`src/rtl/prog_loader.sv`:
```
// Boot loader: unpacks a framed byte stream into 14-bit program words,
// writes them to program memory and releases the cpu once the checksum verifies.
module prog_loader #(
    parameter int unsigned ADDR_W = 11,
    parameter int unsigned WORD_W = 14,
    parameter int unsigned DEPTH  = 2048
) (
    input  logic              clk,
    input  logic              reset,
    input  logic              start,
    input  logic [7:0]        rx_data,
    input  logic              rx_valid,
    output logic              rx_ready,
    output logic              mem_we,
    output logic [ADDR_W-1:0] mem_addr,
    output logic [WORD_W-1:0] mem_wdata,
    output logic              cpu_hold,
    output logic              done,
    output logic              error,
    output logic [ADDR_W:0]   word_count
);

    localparam logic [2:0] IDLE   = 3'd0;
    localparam logic [2:0] LEN_HI = 3'd1;
    localparam logic [2:0] LEN_LO = 3'd2;
    localparam logic [2:0] W_HI   = 3'd3;
    localparam logic [2:0] W_LO   = 3'd4;
    localparam logic [2:0] CHK    = 3'd5;
    localparam logic [2:0] DONE   = 3'd6;
    localparam logic [2:0] ERR    = 3'd7;

    logic [2:0]        state_q, state_d;
    logic [15:0]       len_q, len_d;
    logic [5:0]        hi_q, hi_d;
    logic [7:0]        sum_q, sum_d;
    logic              mem_we_q, mem_we_d;
    logic [ADDR_W-1:0] mem_addr_q, mem_addr_d;
    logic [WORD_W-1:0] mem_wdata_q, mem_wdata_d;
    logic [ADDR_W:0]   word_count_q, word_count_d;

    logic        accept;
    logic [7:0]  sum_next;
    logic [15:0] len_next;
    logic        last_word;

    assign rx_ready = (state_q == LEN_HI) || (state_q == LEN_LO) || (state_q == W_HI) ||
                      (state_q == W_LO)   || (state_q == CHK);
    assign accept   = rx_valid && rx_ready;
    assign sum_next = sum_q + rx_data;
    assign len_next = {len_q[15:8], rx_data};
    // word_count counts words already accepted, so +1 gives the number of the word now arriving
    assign last_word = ((32'(word_count_q) + 32'd1) == 32'(len_q));

    always_comb begin
        state_d      = state_q;
        len_d        = len_q;
        hi_d         = hi_q;
        sum_d        = sum_q;
        mem_we_d     = 1'b0;
        mem_addr_d   = mem_addr_q;
        mem_wdata_d  = mem_wdata_q;
        word_count_d = word_count_q;

        case (state_q)
            IDLE, DONE, ERR: begin
                if (start) begin
                    state_d      = LEN_HI;
                    word_count_d = '0;
                    sum_d        = '0;
                end
            end
            LEN_HI: begin
                if (accept) begin
                    len_d   = {rx_data, 8'h00};
                    sum_d   = sum_next;
                    state_d = LEN_LO;
                end
            end
            LEN_LO: begin
                if (accept) begin
                    len_d = len_next;
                    sum_d = sum_next;
                    if ((len_next == 16'd0) || (32'(len_next) > DEPTH)) begin
                        state_d = ERR;
                    end else begin
                        state_d = W_HI;
                    end
                end
            end
            W_HI: begin
                if (accept) begin
                    sum_d = sum_next;
                    if (rx_data[7:6] != 2'b00) begin
                        state_d = ERR;
                    end else begin
                        hi_d    = rx_data[5:0];
                        state_d = W_LO;
                    end
                end
            end
            W_LO: begin
                if (accept) begin
                    sum_d        = sum_next;
                    mem_we_d     = 1'b1;
                    mem_addr_d   = word_count_q[ADDR_W-1:0];
                    mem_wdata_d  = {hi_q, rx_data};
                    word_count_d = word_count_q + 1'b1;
                    state_d      = last_word ? CHK : W_HI;
                end
            end
            CHK: begin
                if (accept) begin
                    sum_d   = sum_next;
                    state_d = (sum_next == 8'h00) ? DONE : ERR;
                end
            end
            default: state_d = IDLE;
        endcase
    end

    always_ff @(posedge clk) begin
        if (reset) begin
            state_q      <= IDLE;
            len_q        <= '0;
            hi_q         <= '0;
            sum_q        <= '0;
            mem_we_q     <= 1'b0;
            mem_addr_q   <= '0;
            mem_wdata_q  <= '0;
            word_count_q <= '0;
        end else begin
            state_q      <= state_d;
            len_q        <= len_d;
            hi_q         <= hi_d;
            sum_q        <= sum_d;
            mem_we_q     <= mem_we_d;
            mem_addr_q   <= mem_addr_d;
            mem_wdata_q  <= mem_wdata_d;
            word_count_q <= word_count_d;
        end
    end

    assign mem_we     = mem_we_q;
    assign mem_addr   = mem_addr_q;
    assign mem_wdata  = mem_wdata_q;
    assign word_count = word_count_q;
    assign done       = (state_q == DONE);
    assign error      = (state_q == ERR);
    assign cpu_hold   = (state_q != DONE);

endmodule

```
`config.mk`:
```
export PLATFORM = sky130hd
export DESIGN_NAME = prog_loader
export DESIGN_NICKNAME = d
export VERILOG_FILES = /design/src/rtl/prog_loader.sv
export SDC_FILE = /design/constraint.sdc
export NUM_CORES = 1
export LEC_CHECK = 0
export BUFFER_PORTS_ARGS = -buffer_cell sky130_fd_sc_hd__buf_4
export CORE_MARGIN = 4
export CORE_UTILIZATION = 50
export CTS_CLUSTER_DIAMETER = 200
export DETAILED_ROUTE_END_ITERATION = 10
export PLACE_DENSITY = 0.72
export SYNTH_ARGS = -nofsm -noshare
export SYNTH_HDL_FRONTEND = slang
export SYNTH_SLANG_ARGS = --single-unit
export TNS_END_PERCENT = 20
```
`constraint.sdc`:
```
create_clock -name clk -period 3.6 [get_ports clk]
set_input_delay 0 -clock clk [delete_from_list [all_inputs] [get_ports clk]]
set_output_delay 0 -clock clk [all_outputs]
set_load 0.02 [all_outputs]
```
==> metrics.txt <==
# TYPE chip_impl_metric gauge
chip_impl_metric{name="slew-limit-headroom",unit=""} 0.3349
chip_impl_metric{name="antenna-diode-count",unit=""} 0
chip_impl_metric{name="grt_max_degree",unit=""} 74
chip_impl_metric{name="synth_compound_gate_area_share",unit=""} 0.1889
chip_impl_metric{name="clk_transition_reported_paths",unit="ns"} 0.08
chip_impl_metric{name="gpl.final_weighted_congestion",unit=""} 0.9107
chip_impl_metric{name="clock-sinks",unit=""} 71
chip_impl_info{name="critical_path.reg2reg.endpoint",value="state_q[0]$_SDFFE_PP0P_"} 1
chip_impl_metric{name="cts_post_setup_buffers_inserted",unit=""} 0
chip_impl_info{name="crit_family",value="compound AO/OA/AOI/OAI gates"} 1
chip_impl_metric{name="worst_slack",unit="ns"} 1.081
chip_impl_metric{name="synthesis.area",unit="um^2"} 3656
chip_impl_info{name="worst_setup_path_startpoint",value="state_q[2]$_SDFFE_PP0P_"} 1
chip_impl_metric{name="cp_data_required_time",unit="ns"} 3.89
chip_impl_metric{name="synth-xor-area-share",unit=""} 0.05031
chip_impl_metric{name="period_minus_slack",unit="ns"} 2.519
chip_impl_metric{name="power.static_leakage",unit="uW"} 0.001607
chip_impl_metric{name="fin_nets",unit=""} 519
chip_impl_metric{name="htree_levels",unit=""} 3
chip_impl_metric{name="max-vdd-ir-drop",unit="V"} 0.0002712
chip_impl_metric{name="detail_route.drc_violations",unit=""} 0
chip_impl_info{name="critical_path.reg2reg.startpoint",value="state_q[2]$_SDFFE_PP0P_"} 1
chip_impl_metric{name="track_usage",unit=""} 0.2211
chip_impl_info{name="run_status",value="finished clean"} 1
chip_impl_metric{name="routed_wire_length_per_instance",unit="um"} 15.15
chip_impl_metric{name="power.density_cell_area",unit="nW/um^2"} 453.0
chip_impl_metric{name="final.setup_skew",unit="ns"} 0.008751
chip_impl_metric{name="top_level_i_o_count",unit=""} 54
chip_impl_metric{name="postSynthCellCount",unit=""} 454
chip_impl_metric{name="unique_masters_post_synth",unit=""} 58
chip_impl_info{name="worstPathCellList",value="ha_1 -> nand2b_1 -> o31a_1 -> o21ai_1 -> o21ai_0 -> a211o_1 -> o21ai_0"} 1
chip_impl_metric{name="final_core_utilization",unit=""} 0.6227
chip_impl_info{name="worst_path_most_repeated_cell",value="sky130_fd_sc_hd__o21ai_0"} 1
chip_impl_metric{name="post_layout_nonfiller_instances",unit=""} 598
chip_impl_metric{name="synth-seq-cells",unit=""} 71
chip_impl_info{name="timing_worst_setup_path_type",value="register to register"} 1
chip_impl_metric{name="timing.fmax",unit="MHz"} 397.0
chip_impl_metric{name="grt_remaining_overflow",unit=""} 0
chip_impl_metric{name="dpl.hpwl",unit="um"} 6204
chip_impl_metric{name="worstSetupPathDepth",unit=""} 7
chip_impl_metric{name="worst-r2r-cell-count",unit=""} 7
chip_impl_metric{name="synth_fp_nets",unit=""} 476
chip_impl_metric{name="register_area",unit="um^2"} 1421
chip_impl_metric{name="floorplan.core_area",unit="um^2"} 6944
chip_impl_metric{name="postCtsResizedCells",unit=""} 0
chip_impl_metric{name="placementRows",unit=""} 30
chip_impl_metric{name="worst-slew-pin-transition",unit="ns"} 0.9910
chip_impl_metric{name="cap_violations",unit=""} 0
chip_impl_metric{name="routed_wl",unit="um"} 9060
chip_impl_metric{name="multi_input_gate_area_in_the_final_layout",unit="um^2"} 2081
chip_impl_metric{name="clock_insertion_delay_worst_skew",unit="ns"} 0.36
chip_impl_metric{name="syn2layout_area_growth",unit="%"} 18.28
chip_impl_info{name="cp_slowest_cell",value="sky130_fd_sc_hd__dfxtp_1"} 1
chip_impl_metric{name="synth-simple-area-share",unit=""} 0.2498
chip_impl_metric{name="cts-buffers-inserted",unit=""} 9
chip_impl_metric{name="setup_tns",unit="ns"} 0
chip_impl_metric{name="finalHoldViolations",unit=""} 0
chip_impl_metric{name="drive_above_1_share",unit=""} 0.1673
chip_impl_info{name="synth_top_family_by_area",value="simple AND/OR/NAND/NOR gates"} 1
chip_impl_metric{name="setup_violations",unit=""} 0
chip_impl_metric{name="number_of_buffers_added_on_ports",unit=""} 53
chip_impl_info{name="worstSetupStartpointType",value="register"} 1
chip_impl_metric{name="dieHeight",unit="um"} 93.51
chip_impl_metric{name="grt_pass1_wl",unit="um"} 15530
chip_impl_metric{name="pre_cts_slack",unit="ns"} 1.133
chip_impl_metric{name="drt_iter0_drc",unit=""} 172
chip_impl_metric{name="initial_core_util",unit=""} 0.5265
chip_impl_metric{name="synth_edf_count",unit=""} 0
chip_impl_metric{name="synth.yosys.warnings",unit=""} 0
chip_impl_info{name="setup.worst_path.end_class",value="register"} 1
chip_impl_metric{name="proportion_of_synthesized_area_in_mux_cells",unit=""} 0.04381
chip_impl_metric{name="cpPeakStageDelay",unit="ns"} 0.76
chip_impl_metric{name="vias_per_cell",unit=""} 5.677
chip_impl_info{name="worst_hold_check_path_type",value="input port to register"} 1
chip_impl_metric{name="fillerInstances",unit=""} 634
chip_impl_metric{name="r2r_slack",unit="ns"} 1.08
chip_impl_info{name="dominantRegCellSynth",value="sky130_fd_sc_hd__dfxtp_1"} 1
chip_impl_metric{name="syn_avg_cell_area",unit="um^2"} 8.053
chip_impl_info{name="clk_root_buffer_cell",value="sky130_fd_sc_hd__clkbuf_8"} 1
chip_impl_metric{name="buffers_inverters_on_critical_path",unit=""} 0
chip_impl_metric{name="chipWidth",unit="um"} 93.51
chip_impl_metric{name="synth-seq-area-share",unit=""} 0.3888
chip_impl_metric{name="drt.antenna.violating_nets",unit=""} 0
chip_impl_metric{name="final_design_area_no_fill",unit="um^2"} 4324
chip_impl_metric{name="vias",unit=""} 3395
chip_impl_metric{name="die-area",unit="um^2"} 8744
chip_impl_metric{name="crit_path_max_fanout",unit=""} 23
chip_impl_metric{name="cp.arrival",unit="ns"} 2.81
chip_impl_metric{name="synth-adder-area-share",unit=""} 0.03628
chip_impl_metric{name="final.period_utilization",unit=""} 0.6996
chip_impl_metric{name="buffer_levels_on_the_longest_clock_path",unit=""} 2
chip_impl_metric{name="antenna_found_initial",unit=""} 0
chip_impl_metric{name="synth-async-reset-ratio",unit=""} 0
chip_impl_info{name="tritoncts",value="done"} 1
chip_impl_metric{name="drv_slew",unit=""} 0
chip_impl_metric{name="dp.cells",unit=""} 574
chip_impl_metric{name="first_global_vias",unit=""} 3174
chip_impl_metric{name="postPlaceCellArea",unit="um^2"} 4054
chip_impl_info{name="worstSetupEndpoint",value="state_q[0]$_SDFFE_PP0P_"} 1
chip_impl_info{name="unrepaired_setup_endpoints_after_global_routing",value="no"} 1
chip_impl_metric{name="drtPass1Iterations",unit=""} 4
cell usage after synthesis, types with 2 or more instances:
library cell               count  share of area
sky130_fd_sc_hd__dfxtp_1      71           0.39
sky130_fd_sc_hd__nand2_1      63          0.065
sky130_fd_sc_hd__nor2_1       59          0.061
sky130_fd_sc_hd__a21oi_1      44          0.060
sky130_fd_sc_hd__o21ai_0      20          0.027
sky130_fd_sc_hd__a22oi_1      16          0.033
sky130_fd_sc_hd__clkbuf_1     16          0.016
sky130_fd_sc_hd__mux2i_1      16          0.044
sky130_fd_sc_hd__buf_2        12          0.016
sky130_fd_sc_hd__xnor2_1      12          0.029
sky130_fd_sc_hd__ha_1          9          0.031
sky130_fd_sc_hd__xor2_1        9          0.022
sky130_fd_sc_hd__nand3_1       8          0.011
sky130_fd_sc_hd__nor3_1        8          0.011
sky130_fd_sc_hd__a211oi_1      7          0.014
sky130_fd_sc_hd__or3_1         7          0.012
sky130_fd_sc_hd__and3_1        6          0.010
sky130_fd_sc_hd__inv_1         6         0.0062
sky130_fd_sc_hd__nand4_1       5         0.0086
sky130_fd_sc_hd__nor4_1        4         0.0068
sky130_fd_sc_hd__and2_1        3         0.0051
sky130_fd_sc_hd__and3b_1       3         0.0072
sky130_fd_sc_hd__nand2b_1      3         0.0051
sky130_fd_sc_hd__o21ai_1       3         0.0041
sky130_fd_sc_hd__or2_2         3         0.0051
sky130_fd_sc_hd__buf_1         2         0.0021
sky130_fd_sc_hd__nand3_2       2         0.0055
sky130_fd_sc_hd__nand3b_1      2         0.0041
sky130_fd_sc_hd__nor4b_1       2         0.0048
sky130_fd_sc_hd__o211ai_1      2         0.0041
sky130_fd_sc_hd__o21a_1        2         0.0041
sky130_fd_sc_hd__o21bai_1      2         0.0041
sky130_fd_sc_hd__or4_1         2         0.0041
registers in the layout (all words and copies together) (netlist names):
| signal | cells |
|---|---|
| mem_addr | 11 |
| sum_q | 8 |
| len_q | 16 |
| mem_wdata | 14 |
| mem_we | 1 |
| state_q | 3 |
| word_count | 12 |
| hi_q | 6 |
final cells by class:
cell class,count,area share
clock buffer,9,0.02865
clock inverter,7,0.01534
inverter,7,0.006076
multi-input combinational,346,0.4812
sequential,71,0.3287
tap,96,0.02778
timing repair buffer,62,0.1123
routing by layer:
layer,part of all wire,wire (um),GRT usage
met5,0,0,0
met4,0.012,112,0.07814
met3,0.061,552,0.04425
met2,0.47,4290,0.3562
met1,0.45,4105,0.2929
stage by stage:
| stage | power (uW) | hold WS (ns) |
|---|---|---|
| 4_1_cts | 1967 | 0.1590 |
| 6_report | 1959 | 0.1702 |
| 5_1_grt | 2074 | 0.1839 |
| 3_5_place_dp | 1360 | 0.3044 |
| 2_1_floorplan | 1264 | 0.1360 |
| 3_3_place_gp | 1350 | 0.2969 |
power by group:
group	leakage, uW	internal [uW]	switching [uW]
combinational	0.000944	193	264
sequential	0.000573	826	69.3
clock	0.0000892	262	343
repair_timing:
item / 4_1_cts / 5_1_grt
hold endpoints to repair: 29 / 0
endpoints found under the setup margin: 0 / 0
hold buffers: 8 / 0
placed cells by master, fill, tap and decap left out, types with 5 or more instances in the layout:
cell type                        n
sky130_fd_sc_hd__a211oi_1        7
sky130_fd_sc_hd__a21oi_1        44
sky130_fd_sc_hd__a22oi_1        16
sky130_fd_sc_hd__and3_1          6
sky130_fd_sc_hd__buf_4          54
sky130_fd_sc_hd__clkbuf_8        9
sky130_fd_sc_hd__dfxtp_1        71
sky130_fd_sc_hd__dlygate4sd3_1   8
sky130_fd_sc_hd__ha_1            9
sky130_fd_sc_hd__inv_1           6
sky130_fd_sc_hd__mux2i_1        16
sky130_fd_sc_hd__nand2_1        63
sky130_fd_sc_hd__nand3_1         8
sky130_fd_sc_hd__nand4_1         5
sky130_fd_sc_hd__nor2_1         59
sky130_fd_sc_hd__nor3_1          8
sky130_fd_sc_hd__o21ai_0        20
sky130_fd_sc_hd__or3_1           7
sky130_fd_sc_hd__xnor2_1        12
sky130_fd_sc_hd__xor2_1          9
cell families after synthesis:
group           after synthesis
simple gates                189
compound gates              110
flops                        71
buf+inv                      37
xor+xnor                     21
mux                          16
fa+ha+maj                    10
worst min path at each step:
stage	slack, ns	end	cells after the start	from
after global placement	0.30	mem_wdata[7]$_SDFFE_PP0P_	3	rx_data[7]
after global routing	0.18	word_count[5]$_SDFFE_PP0P_	4	rx_valid
after floorplan	0.14	mem_wdata[0]$_SDFFE_PP0P_	2	rx_data[0]
final	0.17	sum_q[6]$_SDFFE_PP0P_	2	reset
after CTS	0.16	word_count[5]$_SDFFE_PP0P_	4	rx_valid
after detailed placement	0.30	mem_wdata[6]$_SDFFE_PP0P_	3	rx_data[6]
(Power assumes the default switching activity.)
